$ cat config.mk
export PLATFORM = sky130hd
export DESIGN_NAME = irq_gateway_flat
export DESIGN_NICKNAME = d
export VERILOG_FILES = /design/src/rtl/irq_gateway_if.sv /design/src/rtl/irq_gateway.sv /design/src/flat_wrapper.sv
export SDC_FILE = /design/constraint.sdc
export NUM_CORES = 1
export LEC_CHECK = 0
export ABC_AREA = 0
export BUFFER_PORTS_ARGS = -buffer_cell sky130_fd_sc_hd__buf_4
export CAP_MARGIN = 20
export CORE_MARGIN = 5
export CORE_UTILIZATION = 50
export CTS_CLUSTER_DIAMETER = 200
export DETAILED_ROUTE_END_ITERATION = 8
export PLACE_DENSITY = 0.79
export SYNTH_ARGS = -nofsm -noshare
export SYNTH_HDL_FRONTEND = slang
export SYNTH_SLANG_ARGS = --single-unit
export TNS_END_PERCENT = 5
$ cat constraint.sdc
create_clock -name hb_clk -period 2.7 [get_ports hb_clk]
set_clock_uncertainty 0.05 [all_clocks]
set_input_delay 0.405 -clock hb_clk [delete_from_list [all_inputs] [get_ports hb_clk]]
set_output_delay 0.405 -clock hb_clk [all_outputs]
set_load 0.005 [all_outputs]
$ cat src/rtl/irq_gateway_if.sv
// Register-bus types and the interface that carries the shared
// system-peripheral bus, block select and read data into irq_gateway.
package irq_gateway_pkg;
  typedef struct packed {
    logic [31:0] waddr;
    logic [31:0] raddr;
    logic [31:0] wdata;
  } sys_peripheral_t;

  typedef struct packed {
    logic wen;
    logic ren;
  } sel_t;
endpackage

// Handshake: sel.wen / sel.ren act as valid with no ready. A write or read is
// accepted on every rising edge where its enable is high, and rdata updates
// on the edge that accepts the read.
interface irq_gateway_if;
  import irq_gateway_pkg::*;

  sys_peripheral_t sys_share;
  sel_t            sel;
  logic [31:0]     rdata;

  modport master (output sys_share, output sel, input rdata);
  modport slave  (input sys_share, input sel, output rdata);
endinterface

$ cat src/rtl/irq_gateway.sv
// Interrupt pin conditioner: 2-flop sync, per-source stability filter,
// polarity select, level/edge mode with W1C latch, registered request output.
module irq_gateway
  import irq_gateway_pkg::*;
#(
  parameter int INT_NUM  = 32,
  parameter int FILT_LEN = 4
) (
  input  logic               hb_clk,
  input  logic               rst_n,
  irq_gateway_if.slave       bus,
  input  logic [INT_NUM-1:0] irq_pin,
  output logic [INT_NUM-1:0] irq_source
);

  localparam logic [3:0] CNT_MAX = 4'(FILT_LEN - 1);

  localparam logic [31:0] ADDR_MODE  = 32'h0;
  localparam logic [31:0] ADDR_POL   = 32'h4;
  localparam logic [31:0] ADDR_LATCH = 32'h8;
  localparam logic [31:0] ADDR_RAW   = 32'hC;

  logic [INT_NUM-1:0] s1, s2, filt, prev;
  logic [INT_NUM-1:0] mode, pol, latch;
  logic [3:0]         cnt [INT_NUM];

  logic [INT_NUM-1:0] wr_data, mode_nxt, mode_chg, latch_w1c;
  logic [INT_NUM-1:0] act, act_prev, edge_set, latch_nxt;
  logic               mode_we, pol_we;
  logic [31:0]        rd_val;

  always_comb begin
    wr_data   = bus.sys_share.wdata[INT_NUM-1:0];
    mode_we   = bus.sel.wen && (bus.sys_share.waddr == ADDR_MODE);
    pol_we    = bus.sel.wen && (bus.sys_share.waddr == ADDR_POL);
    latch_w1c = (bus.sel.wen && (bus.sys_share.waddr == ADDR_LATCH)) ? wr_data : '0;
    mode_nxt  = mode_we ? wr_data : mode;
    mode_chg  = mode_nxt ^ mode;
    act       = filt ^ pol;
    act_prev  = prev ^ pol;
    edge_set  = mode & act & ~act_prev;
    // A fresh edge beats W1C; a mode flip on that bit clears it regardless.
    latch_nxt = ((latch & ~latch_w1c) | edge_set) & ~mode_chg;
  end

  always_comb begin
    rd_val = '0;
    case (bus.sys_share.raddr)
      ADDR_MODE:  rd_val = 32'(mode);
      ADDR_POL:   rd_val = 32'(pol);
      ADDR_LATCH: rd_val = 32'(latch);
      ADDR_RAW:   rd_val = 32'(filt);
      default:    rd_val = '0;
    endcase
  end

  always_ff @(posedge hb_clk or negedge rst_n) begin
    if (!rst_n) begin
      s1   <= '0;
      s2   <= '0;
      filt <= '0;
      prev <= '0;
      for (int i = 0; i < INT_NUM; i++) cnt[i] <= '0;
    end else begin
      s1   <= irq_pin;
      s2   <= s1;
      prev <= filt;
      for (int i = 0; i < INT_NUM; i++) begin
        if (s2[i] == filt[i]) begin
          cnt[i] <= '0;
        end else if (cnt[i] == CNT_MAX) begin
          filt[i] <= s2[i];
          cnt[i]  <= '0;
        end else begin
          cnt[i] <= cnt[i] + 4'd1;
        end
      end
    end
  end

  always_ff @(posedge hb_clk or negedge rst_n) begin
    if (!rst_n) begin
      mode       <= '0;
      pol        <= '0;
      latch      <= '0;
      irq_source <= '0;
      bus.rdata  <= '0;
    end else begin
      mode       <= mode_nxt;
      if (pol_we) pol <= wr_data;
      latch      <= latch_nxt;
      irq_source <= (mode & latch) | (~mode & act);
      if (bus.sel.ren) bus.rdata <= rd_val;
    end
  end

endmodule
$ cat src/flat_wrapper.sv
// flat-port wrapper written by rule: the top's interface ports become plain ports
module irq_gateway_flat import irq_gateway_pkg::*;
#(
  parameter int INT_NUM  = 32,
  parameter int FILT_LEN = 4
)
  (hb_clk, rst_n, irq_pin, irq_source, bus_sys_share, bus_sel, bus_rdata);
  irq_gateway_if bus_i ();
  input  logic hb_clk;
  input  logic rst_n;
  input  logic [INT_NUM-1:0] irq_pin;
  output logic [INT_NUM-1:0] irq_source;
  input wire logic [$bits(bus_i.sys_share)-1:0] bus_sys_share;
  input wire logic [$bits(bus_i.sel)-1:0] bus_sel;
  output wire logic [$bits(bus_i.rdata)-1:0] bus_rdata;
  assign bus_i.sys_share = bus_sys_share;
  assign bus_i.sel = bus_sel;
  assign bus_rdata = bus_i.rdata;
  irq_gateway #(.INT_NUM(INT_NUM), .FILT_LEN(FILT_LEN)) u_core (.hb_clk(hb_clk), .rst_n(rst_n), .bus(bus_i), .irq_pin(irq_pin), .irq_source(irq_source));
endmodule
==> results of run 1 <==
[layout make-up]
class | count | area, sq um
antenna | 4 | 10.0
clock buffer | 67 | 1340
clock inverter | 11 | 87.6
fill | 2698 | 13200
inverter | 66 | 248
multi-input combinational | 895 | 6690
sequential | 416 | 10400
tap | 455 | 569
timing repair buffer | 252 | 2010
[metal layers]
| metal | vias up | GRT usage, % |
|---|---|---|
| li1 | 5528 | - |
| met1 | 5939 | 26.0 |
| met2 | 249 | 33.4 |
| met3 | 69 | 3.82 |
| met4 | 0 | 6.21 |
| met5 | - | 0 |
[logic make-up after synthesis]
family | after synthesis | synth area share, %
mux | 135 | 10.7
fa+ha+maj | 32 | 2.29
buf+inv | 97 | 2.33
xor+xnor | 96 | 4.80
compound gates | 227 | 6.98
simple gates | 405 | 13.4
flops | 416 | 59.5
[critical path, stage by stage]
cell     delay [ns]
buf_4          0.11
nor4_1         0.32
nand4_1        0.39
nor4b_4        0.42
buf_4          0.28
mux2_2         0.36
[repair_timing]
item	CTS	global route
gates resized for setup	0	0
hold buffers	33	0
endpoints found under the hold margin	94	0
[cell usage after synthesis]
| master | n |
|---|---|
| dfrtp_1 | 416 |
| a21oi_1 | 119 |
| mux2_2 | 90 |
| nand2_1 | 72 |
| inv_1 | 65 |
| xnor2_1 | 64 |
| nand3_1 | 55 |
| nand3b_1 | 55 |
| nand2b_1 | 41 |
| o21ai_0 | 41 |
| o22ai_1 | 41 |
| nor2_1 | 39 |
| nor3b_1 | 34 |
| nor3_1 | 33 |
| ha_1 | 32 |
| mux4_2 | 32 |
| nor2b_1 | 32 |
| xor2_1 | 32 |
| a31oi_1 | 24 |
| or3b_2 | 23 |
| clkbuf_1 | 17 |
| nor4_1 | 13 |
| buf_2 | 8 |
| mux2i_1 | 7 |
| mux2_1 | 6 |
| buf_4 | 3 |
| buf_6 | 3 |
| nand4_1 | 3 |
| a21o_1 | 1 |
| and4_1 | 1 |
| inv_2 | 1 |
| nor4_4 | 1 |
| nor4b_1 | 1 |
| nor4b_4 | 1 |
| o21a_1 | 1 |
| or4_1 | 1 |
[flip-flops by register name, indices dropped and copies added, names as in the netlist]
signal             cells
u_core.irq_source     32
u_core.latch          32
u_core.mode           32
u_core.bus.rdata      32
u_core.cnt           128
u_core.s1             32
u_core.pol            32
u_core.s2             32
u_core.filt           32
u_core.prev           32
[metrics by stage]
step           worst slack (ns)  total power (uW)  instances  cell area, sq um  util, %
2_1_floorplan             0.644             10400       1408             17500        -
3_3_place_gp              0.276             11600       2051             19600     56.7
3_5_place_dp              0.199             11900       2051             19600     56.7
4_1_cts                   0.752             17800       2162             21400     61.8
5_1_grt                   0.626             18600       2165             21400     61.8
6_report                  0.766             17600       2166             21400     61.8
[how the worst min path moves through the flow]
| stage | startpoint | end | slack, ns | cells after the start |
|---|---|---|---|---|
| 6_report | bus_sys_share[11] | u_core.pol[11]$_DFFE_PN0P_ | 0.08 | 2 |
| 5_1_grt | bus_sys_share[19] | u_core.mode[19]$_DFF_PN0_ | 0.07 | 2 |
| 4_1_cts | bus_sys_share[19] | u_core.pol[19]$_DFFE_PN0P_ | 0.06 | 2 |
| 3_5_place_dp | u_core.s1[16]$_DFF_PN0_ | u_core.s2[16]$_DFF_PN0_ | 0.28 | 0 |
| 3_3_place_gp | u_core.s1[16]$_DFF_PN0_ | u_core.s2[16]$_DFF_PN0_ | 0.28 | 0 |
| 2_1_floorplan | rst_n | u_core.bus.rdata[0]$_DFFE_PN0P_ | 0.06 | 0 |
[power by group through the flow]
stage	Sequential, uW	Combinational [uW]	Clock (uW)
after floorplan	8250	2180	0
final	8400	3370	5870
after CTS	8410	3440	6000
after detailed placement	8510	3350	0
after global routing	8570	3820	6240
after global placement	8400	3230	0
==> results by group, run 1 <==
Outcome
  – Result of the run: finished, final reports clean

CTS
  – Register clock-pin slew on the reported worst setup and hold paths: around 0.060 ns
  – Number of buffers added by the clock tree synthesis step: 44
  – Buffer count from post-CTS setup fixing: 0
  – Clock Sink Count: ~420
  – Max H-tree Level: 2
  – Longest Clk Path Bufs: 3
  – Buffer type at the clock tree root: clkbuf_16
  – Clk_lat worst skew: ~0.54 ns
  – TritonCTS clock tree: built

Logic synthesis
  – Yosys warns: 0
  – Post-synth cell types: 36
  – Avg Cell Area, Syn: roughly 12 sq um
  – Syn Nets: ~1.6k
  – Fraction of the yosys area taken by sequential cells: approximately three fifths
  – Flip-flop and latch count after synthesis: 416
  – Area share of the largest cell type after synthesis: roughly three fifths
  – Leading area contributor after synthesis: dfrtp_1
  – Mapped Area: roughly 18000 sq um
  – Synth top area cells: dfrtp_1, mux2_2, mux4_2, a21oi_1, xnor2_1
  – Post-Syn Instances: 1408

Route
  – Post-detailed-route wirelength per cell: about 18 um
  – Vias per Instance: between 5 and 6
  – Met3 wire length: between 1.5 and 2 mm
  – Residual DRC count: 0
  – Via total after detailed routing: between 10k and 15k
  – Top layer reached by signal wires: met4
  – Final antenna-violating net count: 0
  – Total routed wirelength: between 30 and 40 mm
  – Met1 Routed Length: 16.2 mm
  – DR WL met2: between 15 and 20 mm
  – Number of optimization iterations in the first detailed-route pass: 5
  – 1st-iter DRT viols: roughly 670

Die
  – Effective utilization at floorplan: between 50% and 60%
  – Top-Level Pins: a little under 200
  – Count of standard-cell rows: slightly below 70
  – Vertical die dimension: between 150 and 200 um
  – Floorplan core area: about 35000 sq um
  – Die width: 197 um
  – Floorplan die area: just under 40000 sq um

Power and ir drop
  – Share of power burned in the clock network: 33.2%
  – Portion of total power attributed to combinational logic: 19.1%
  – Static Leakage: 0.00956 uW
  – Sequential share of power: ~48%
  – Pwr/cell area: between 800 and 900 nW/um^2
  – Switching part of the total power: a little over a quarter
  – Peak supply drop: 0.507 mV
  – Net switching component of the power: between 4000 and 5000 uW
  – Cell-internal power: roughly 13000 uW

Cells and area
  – Leading cell type in the layout, fill and taps excluded: dfrtp_1
  – Most frequent cells in the layout: dfrtp_1, buf_4, a21oi_1, mux2_2, nand2_1
  – Area growth from synthesis to layout: 22.0%
  – Ratio of cells with drive above 1 in the final layout: roughly 26%
  – Nets@finish: 1839

GRT
  – Wire length of the first global-routing pass: 62.8 mm
  – Maximum number of pins on one net before global-route repair: 76
  – Vias in the first global route: 12.4k
  – Global routing usage summed across all routing layers: between 10% and 20%
  – Number of antenna violations at the first check in global routing: 3
  – Gr ovfl total: 0

STA
  – Slew headroom: 54.2%
  – Clock period minus final worst setup slack: slightly below 2 ns
  – Final hold violations: 0
  – Post-route worst hold slack: 0.0768 ns
  – Setup total negative slack: 0 ns
  – # setup viols final: 0
  – Max frequency: 517 MHz
  – Unrepaired setup endpoints after global routing: false
  – Final period utilization: just over 70%
  – Actual transition at the worst max-transition pin: 0.687 ns
  – Max-slew violation count: 0

Placed design
  – PortBufs: roughly 200
  – Gpl congestion: ~0.80
  – Detailed Place HPWL: ~26 mm

Critical path
  – Crit end category: flip-flop
  – Startpoint of the lowest-slack register-to-register path: u_core.cnt[64]$_DFF_PN0_
  – Required time worst endpoint: about 3.1 ns
  – Worst setup path category: in2reg
  – Critical path peak fanout: 11
  – Launching instance or port of the critical path: bus_sys_share[87]
  – Crit path capture: u_core.pol[9]$_DFFE_PN0P_
  – Worst R2R Path Depth: 3
  – Register-to-Register Setup Slack: around 1.2 ns
  – Arrival time of the worst setup path: roughly 2.3 ns
  – R2r endpoint: u_core.filt[15]$_DFFE_PN0P_
  – Startpoint type of the worst setup path: input port

Flow run
  – Max Cap Viol: 0

Hold path
  – Min-delay worst type: in2reg
Power figures use the tool's default switching activity.
==> inputs of run 2 (changes only) <==
--- a/config.mk
+++ b/config.mk
@@ -12,7 +12,7 @@
 export CORE_UTILIZATION = 50
 export CTS_CLUSTER_DIAMETER = 200
 export DETAILED_ROUTE_END_ITERATION = 8
-export PLACE_DENSITY = 0.79
+export PLACE_DENSITY = 0.82
 export SYNTH_ARGS = -nofsm -noshare
 export SYNTH_HDL_FRONTEND = slang
 export SYNTH_SLANG_ARGS = --single-unit
==> constraint.sdc (replaced) <==
create_clock -name hb_clk -period 1.55 [get_ports hb_clk]
set_clock_uncertainty 0.05 [all_clocks]
set_input_delay 0.2325 -clock hb_clk [delete_from_list [all_inputs] [get_ports hb_clk]]
set_output_delay 0.2325 -clock hb_clk [all_outputs]
set_load 0.005 [all_outputs]
==> results by group, run 2 (synthesis gave the netlist of run 1 again) <==
Route
  – Met1 Routed Length: between 15 and 20 mm
  – Met3 wire length: about 2.0 mm
  – DR WL met2: a little over 20 mm
  – Top layer reached by signal wires: met4
  – Post-detailed-route wirelength per cell: 18.2 um
  – Number of optimization iterations in the first detailed-route pass: 5
  – Total routed wirelength: roughly 40 mm
  – 1st-iter DRT viols: slightly above 800
  – Residual DRC count: 0
  – Final antenna-violating net count: 0
  – Vias per Instance: between 5 and 6
  – Via total after detailed routing: 12.3k

Power and ir drop
  – Net switching component of the power: roughly 8800 uW
  – Portion of total power attributed to combinational logic: between 20% and 30%
  – Cell-internal power: 22500 uW
  – Pwr/cell area: roughly 1400 nW/um^2
  – Sequential share of power: between 40% and 50%
  – Switching part of the total power: between 20 and 30%
  – Static Leakage: between 0.009 and 0.01 uW
  – Share of power burned in the clock network: ~33%
  – Peak supply drop: between 0.8 and 0.9 mV

Hold path
  – Min-delay worst type: in2async

Cells and area
  – Area growth from synthesis to layout: 26.1%
  – Leading cell type in the layout, fill and taps excluded: dfrtp_1
  – Layout Cells excl Fill: 2222
  – Register containing the most flip-flops in the final layout: u_core.cnt
  – Ratio of cells with drive above 1 in the final layout: 26.5%
  – Most frequent cells in the layout: dfrtp_1, buf_4, a21oi_1, mux2_2, nand2_1
  – Nets@finish: around 1.9k
  – Max FFs per register: 128
  – Final core utilization: a little under two thirds

GRT
  – Number of antenna violations at the first check in global routing: 3
  – Wire length of the first global-routing pass: roughly 67 mm
  – Vias in the first global route: between 10k and 15k
  – Gr ovfl total: 0
  – Global routing usage summed across all routing layers: a little over a fifth
  – Maximum number of pins on one net before global-route repair: between 50 and 60

Critical path
  – Crit end category: flip-flop
  – Worst setup path category: in2reg
  – Cell seen most often among critical-path stages: buf_4
  – Cell with the largest stage delay on the worst path: mux2_2
  – Startpoint type of the worst setup path: input port
  – Max incr delay on CP: roughly 0.36 ns
  – Arrival time of the worst setup path: approximately 2.0 ns
  – Required time worst endpoint: between 1.5 and 2 ns
  – Cell-by-cell trace of the critical path: buf_4 -> nor4_2 -> nand4_1 -> buf_4 -> nor4b_4 -> buf_4 -> buf_12 -> mux2_2
  – Critical path peak fanout: 21

CTS
  – Register clock-pin slew on the reported worst setup and hold paths: approximately 0.06 ns
  – Number of buffers added by the clock tree synthesis step: between 40 and 50
  – TritonCTS clock tree: built
  – Clk_lat worst skew: about 0.55 ns
  – Max H-tree Level: 2
  – Buffer type at the clock tree root: clkbuf_16
  – Longest Clk Path Bufs: 3
  – Clock Sink Count: approximately 420

Placed design
  – Cell count after placement: 2071
  – Detailed Place HPWL: between 20 and 30 mm
  – Gpl congestion: between 0.8 and 0.9
  – PortBufs: just under 200

Die
  – Floorplan core area: around 35000 sq um
  – Top-Level Pins: between 150 and 200
  – Vertical die dimension: between 150 and 200 um
  – Count of standard-cell rows: between 60 and 70
  – Floorplan die area: about 39000 sq um
  – Effective utilization at floorplan: 50.7%
  – Die width: a little under 200 um

STA
  – Clock period minus final worst setup slack: about 1.6 ns
  – # setup viols final: 22
  – Final hold violations: 0
  – Max-slew violation count: 0
  – Max frequency: around 630 MHz
  – Unrepaired setup endpoints after global routing: true
  – Final period utilization: 103%
  – Slew headroom: between 60% and 70%
  – Actual transition at the worst max-transition pin: 0.514 ns
  – Slack of the critical path: -0.0403 ns

Outcome
  – Result of the run: complete, but fails checks
  – Violated checks: setup timing

Flow run
  – Max Cap Viol: 0
-- run 2: final timing paths --
check,from,endpoint,slack [ns],cells after the start
min,rst_n,u_core.s2[25]$_DFF_PN0_,0.14,2
max,bus_sys_share[73],u_core.pol[3]$_DFFE_PN0P_,-0.04,8
max reg2reg,u_core.cnt[116]$_DFF_PN0_,u_core.filt[2]$_DFFE_PN0P_,0.05,3
max in group asynchronous,rst_n,u_core.cnt[101]$_DFF_PN0_,0.65,3
min in group hb_clk,bus_sys_share[66],u_core.latch[29]$_DFF_PN0_,0.19,4
min reg2reg,u_core.s1[14]$_DFF_PN0_,u_core.s2[14]$_DFF_PN0_,0.30,0
-- run 2: per-layer routing --
metal  vias to the layer above  track usage [%]
li1                       5645                -
met1                      6195             28.0
met2                       317             34.7
met3                        99             4.13
met4                         0             7.16
met5                         -                0
-- run 2: critical path: cells and delay by family --
family / cells / cell delay (ns)
and+or+nand+nor: 3 / 0.66
muxes: 1 / 0.36
buffers and inverters: 4 / 0.69
-- run 2: final cells by class --
cell class                      count  area (sq um)
Antenna cell                        4          10.0
Clock buffer                       67          1300
Clock inverter                     12           104
Fill cell                        2527         12500
Inverter                           66           248
Multi-Input combinational cell    895          6750
Sequential cell                   416         10400
Tap cell                          455           569
Timing Repair Buffer              307          2670
-- run 2: per-stage QoR --
step                setup TNS, ns  setup WS (ns)  hold WS, ns  area [sq um]  total power, uW
detailed placement         -56.10         -0.647        0.108         19900            21000
finish                     -0.529        -0.0403        0.141         22100            31300
floorplan                  -21.38         -0.320       -0.113         17500            18200
global placement           -52.76         -0.601        0.105         19900            20600
global route                -2.34        -0.0735        0.163         22100            33000
CTS                        -0.772        -0.0409        0.129         22000            31500
-- run 2: timing repair --
item	in CTS	in global routing
buffers inserted	0	1
pin swaps	0	0
resized for setup	3	16
gates cloned	0	1
hold buffers	66	0
endpoints found under the setup margin	51	71
endpoints found under the hold margin	543	0
-- run 2: power groups by stage --
stage,clock network (uW),logic (uW),registers [uW]
final,10200,6600,14500
after global routing,10900,7390,14700
after CTS,10400,6650,14400
after detailed placement,0,6380,14600
after global placement,0,6120,14500
after floorplan,0,3800,14400
==> inputs of run 3 (changes only) <==
--- a/config.mk
+++ b/config.mk
@@ -9,10 +9,12 @@
 export BUFFER_PORTS_ARGS = -buffer_cell sky130_fd_sc_hd__buf_4
 export CAP_MARGIN = 20
 export CORE_MARGIN = 5
-export CORE_UTILIZATION = 50
+export CORE_UTILIZATION = 32
 export CTS_CLUSTER_DIAMETER = 200
+export CTS_CLUSTER_SIZE = 14
 export DETAILED_ROUTE_END_ITERATION = 8
-export PLACE_DENSITY = 0.82
+export PLACE_DENSITY = 0.6
+export SETUP_SLACK_MARGIN = 0.2
 export SYNTH_ARGS = -nofsm -noshare
 export SYNTH_HDL_FRONTEND = slang
 export SYNTH_SLANG_ARGS = --single-unit
==> results by group, run 3 (synthesis gave the netlist of run 1 again) <==
Cells and area
  – Register containing the most flip-flops in the final layout: u_core.cnt
  – Nets@finish: ~1.9k
  – Ratio of cells with drive above 1 in the final layout: approximately 31%
  – Leading cell type in the layout, fill and taps excluded: dfrtp_1
  – Max FFs per register: 128
  – Final core utilization: a little over two fifths
  – Area growth from synthesis to layout: 32.9%
  – Most frequent cells in the layout: dfrtp_1, buf_4, a21oi_1, mux2_4, nand2_1

Route
  – Met1 Routed Length: 18.8 mm
  – Final antenna-violating net count: 0
  – Post-detailed-route wirelength per cell: ~17 um
  – Via total after detailed routing: 12.0k
  – Number of optimization iterations in the first detailed-route pass: 5
  – DR WL met2: a little over 20 mm
  – Residual DRC count: 0
  – 1st-iter DRT viols: 698
  – Met3 wire length: 2.14 mm
  – Vias per Instance: between 4 and 5
  – Total routed wirelength: between 40 and 50 mm
  – Top layer reached by signal wires: met5

Power and ir drop
  – Portion of total power attributed to combinational logic: approximately a quarter
  – Switching part of the total power: around 28%
  – Net switching component of the power: about 8500 uW
  – Overall power: ~30000 uW
  – Cell-internal power: around 22000 uW
  – Sequential share of power: 48.6%
  – Static Leakage: between 0.009 and 0.01 uW
  – Share of power burned in the clock network: 27.2%
  – Peak supply drop: 0.645 mV
  – Pwr/cell area: 1290 nW/um^2

Critical path
  – Startpoint type of the worst setup path: input port
  – Max incr delay on CP: between 0.3 and 0.4 ns
  – Cell with the largest stage delay on the worst path: mux2_4
  – Worst path bufs/invs: 4
  – Worst setup path category: in2reg
  – Cell seen most often among critical-path stages: buf_6
  – Cell-by-cell trace of the critical path: buf_4 -> nor4_1 -> nand4_1 -> buf_6 -> nor4b_4 -> buf_6 -> clkbuf_16 -> mux2_4
  – Arrival time of the worst setup path: 1.91 ns
  – Critical path peak fanout: 8
  – Category of cells accounting for the largest share of critical-path delay: simple AND/OR/NAND/NOR gates
  – Crit end category: flip-flop
  – Required time worst endpoint: 1.92 ns

Placed design
  – Detailed Place HPWL: roughly 29 mm
  – Post-placement setup slack: -0.544 ns
  – PortBufs: a little under 200
  – Gpl congestion: ~0.75

Die
  – Count of standard-cell rows: 85
  – Die width: about 240 um
  – Top-Level Pins: just under 200
  – Floorplan die area: around 59000 sq um
  – Effective utilization at floorplan: about 32%
  – Floorplan core area: approximately 54000 sq um
  – Vertical die dimension: ~240 um

GRT
  – Global routing usage summed across all routing layers: 13.6%
  – Number of antenna violations at the first check in global routing: 7
  – Vias in the first global route: approximately 12k
  – Maximum number of pins on one net before global-route repair: a little under 80
  – Gr ovfl total: 0
  – Wire length of the first global-routing pass: around 66 mm

CTS
  – Number of buffers added by the clock tree synthesis step: 35
  – Buffer type at the clock tree root: clkbuf_16
  – TritonCTS clock tree: built
  – Max H-tree Level: 2
  – Longest Clk Path Bufs: 3
  – Register clock-pin slew on the reported worst setup and hold paths: approximately 0.06 ns
  – Clk_lat worst skew: ~0.54 ns
  – Clock Sink Count: ~420

STA
  – Max frequency: 653 MHz
  – Actual transition at the worst max-transition pin: ~0.53 ns
  – Slew headroom: between 60% and 70%
  – Post-route worst hold slack: 0.127 ns
  – Final hold violations: 0
  – Setup total negative slack: 0 ns
  – Unrepaired setup endpoints after global routing: true
  – Max-slew violation count: 0
  – # setup viols final: 0
  – Slack of the critical path: 0.0183 ns
  – Final period utilization: a little over nine tenths
  – Clock period minus final worst setup slack: between 1.5 and 2 ns

Outcome
  – Result of the run: finished, final reports clean

Flow run
  – Max Cap Viol: 0

Hold path
  – Min-delay worst type: in2async
## run 3: through the flow
stage	cell area, sq um	instances
global placement	20400	2322
CTS	22100	2429
global route	23300	2435
finish	23300	2436
detailed placement	20400	2322
floorplan	17500	1408
## run 3: power by group through the flow
stage	logic [uW]	clock network [uW]	registers (uW)
CTS	6620	8540	14500
global route	8140	8890	15000
detailed placement	6400	0	14700
floorplan	3800	0	14400
finish	7280	8190	14700
global placement	6230	0	14600
## run 3: metal layers
layer,vias up,track usage [%]
met5,-,0
met4,8,4.53
met3,75,2.85
met2,243,22.4
met1,6079,18.1
li1,5602,-
## run 3: timing repair
| action | 4_1_cts | 5_1_grt |
|---|---|---|
| setup buffers | 3 | 2 |
| setup endpoints to repair | 179 | 178 |
| pin swaps | 1 | 45 |
| hold buffers | 65 | 0 |
| resized for setup | 20 | 280 |
| hold endpoints to repair | 472 | 0 |
| cloned | 1 | 2 |
## run 3: final cells by class
| type | instances | area (sq um) |
|---|---|---|
| tap | 696 | 871 |
| antenna | 3 | 7.51 |
| sequential | 416 | 10400 |
| clock inverter | 1 | 30.0 |
| fill | 4952 | 30800 |
| clock buffer | 37 | 926 |
| timing repair buffer | 322 | 3180 |
| inverter | 66 | 248 |
| multi-input combinational | 895 | 7570 |
## run 3: worst paths after layout
check,startpoint,to,slack [ns],cells past startpoint
worst max-delay path,bus_sys_share[84],u_core.pol[10]$_DFFE_PN0P_,0.02,8
worst min register to register,u_core.s1[6]$_DFF_PN0_,u_core.s2[6]$_DFF_PN0_,0.30,0
min in group hb_clk,bus_sys_share[66],u_core.latch[26]$_DFF_PN0_,0.21,4
worst min-delay path,rst_n,u_core.irq_source[25]$_DFF_PN0_,0.13,2
max in group asynchronous,rst_n,u_core.filt[4]$_DFFE_PN0P_,0.60,3
worst max register to register,u_core.pol[2]$_DFFE_PN0P_,u_core.latch[2]$_DFF_PN0_,0.15,4
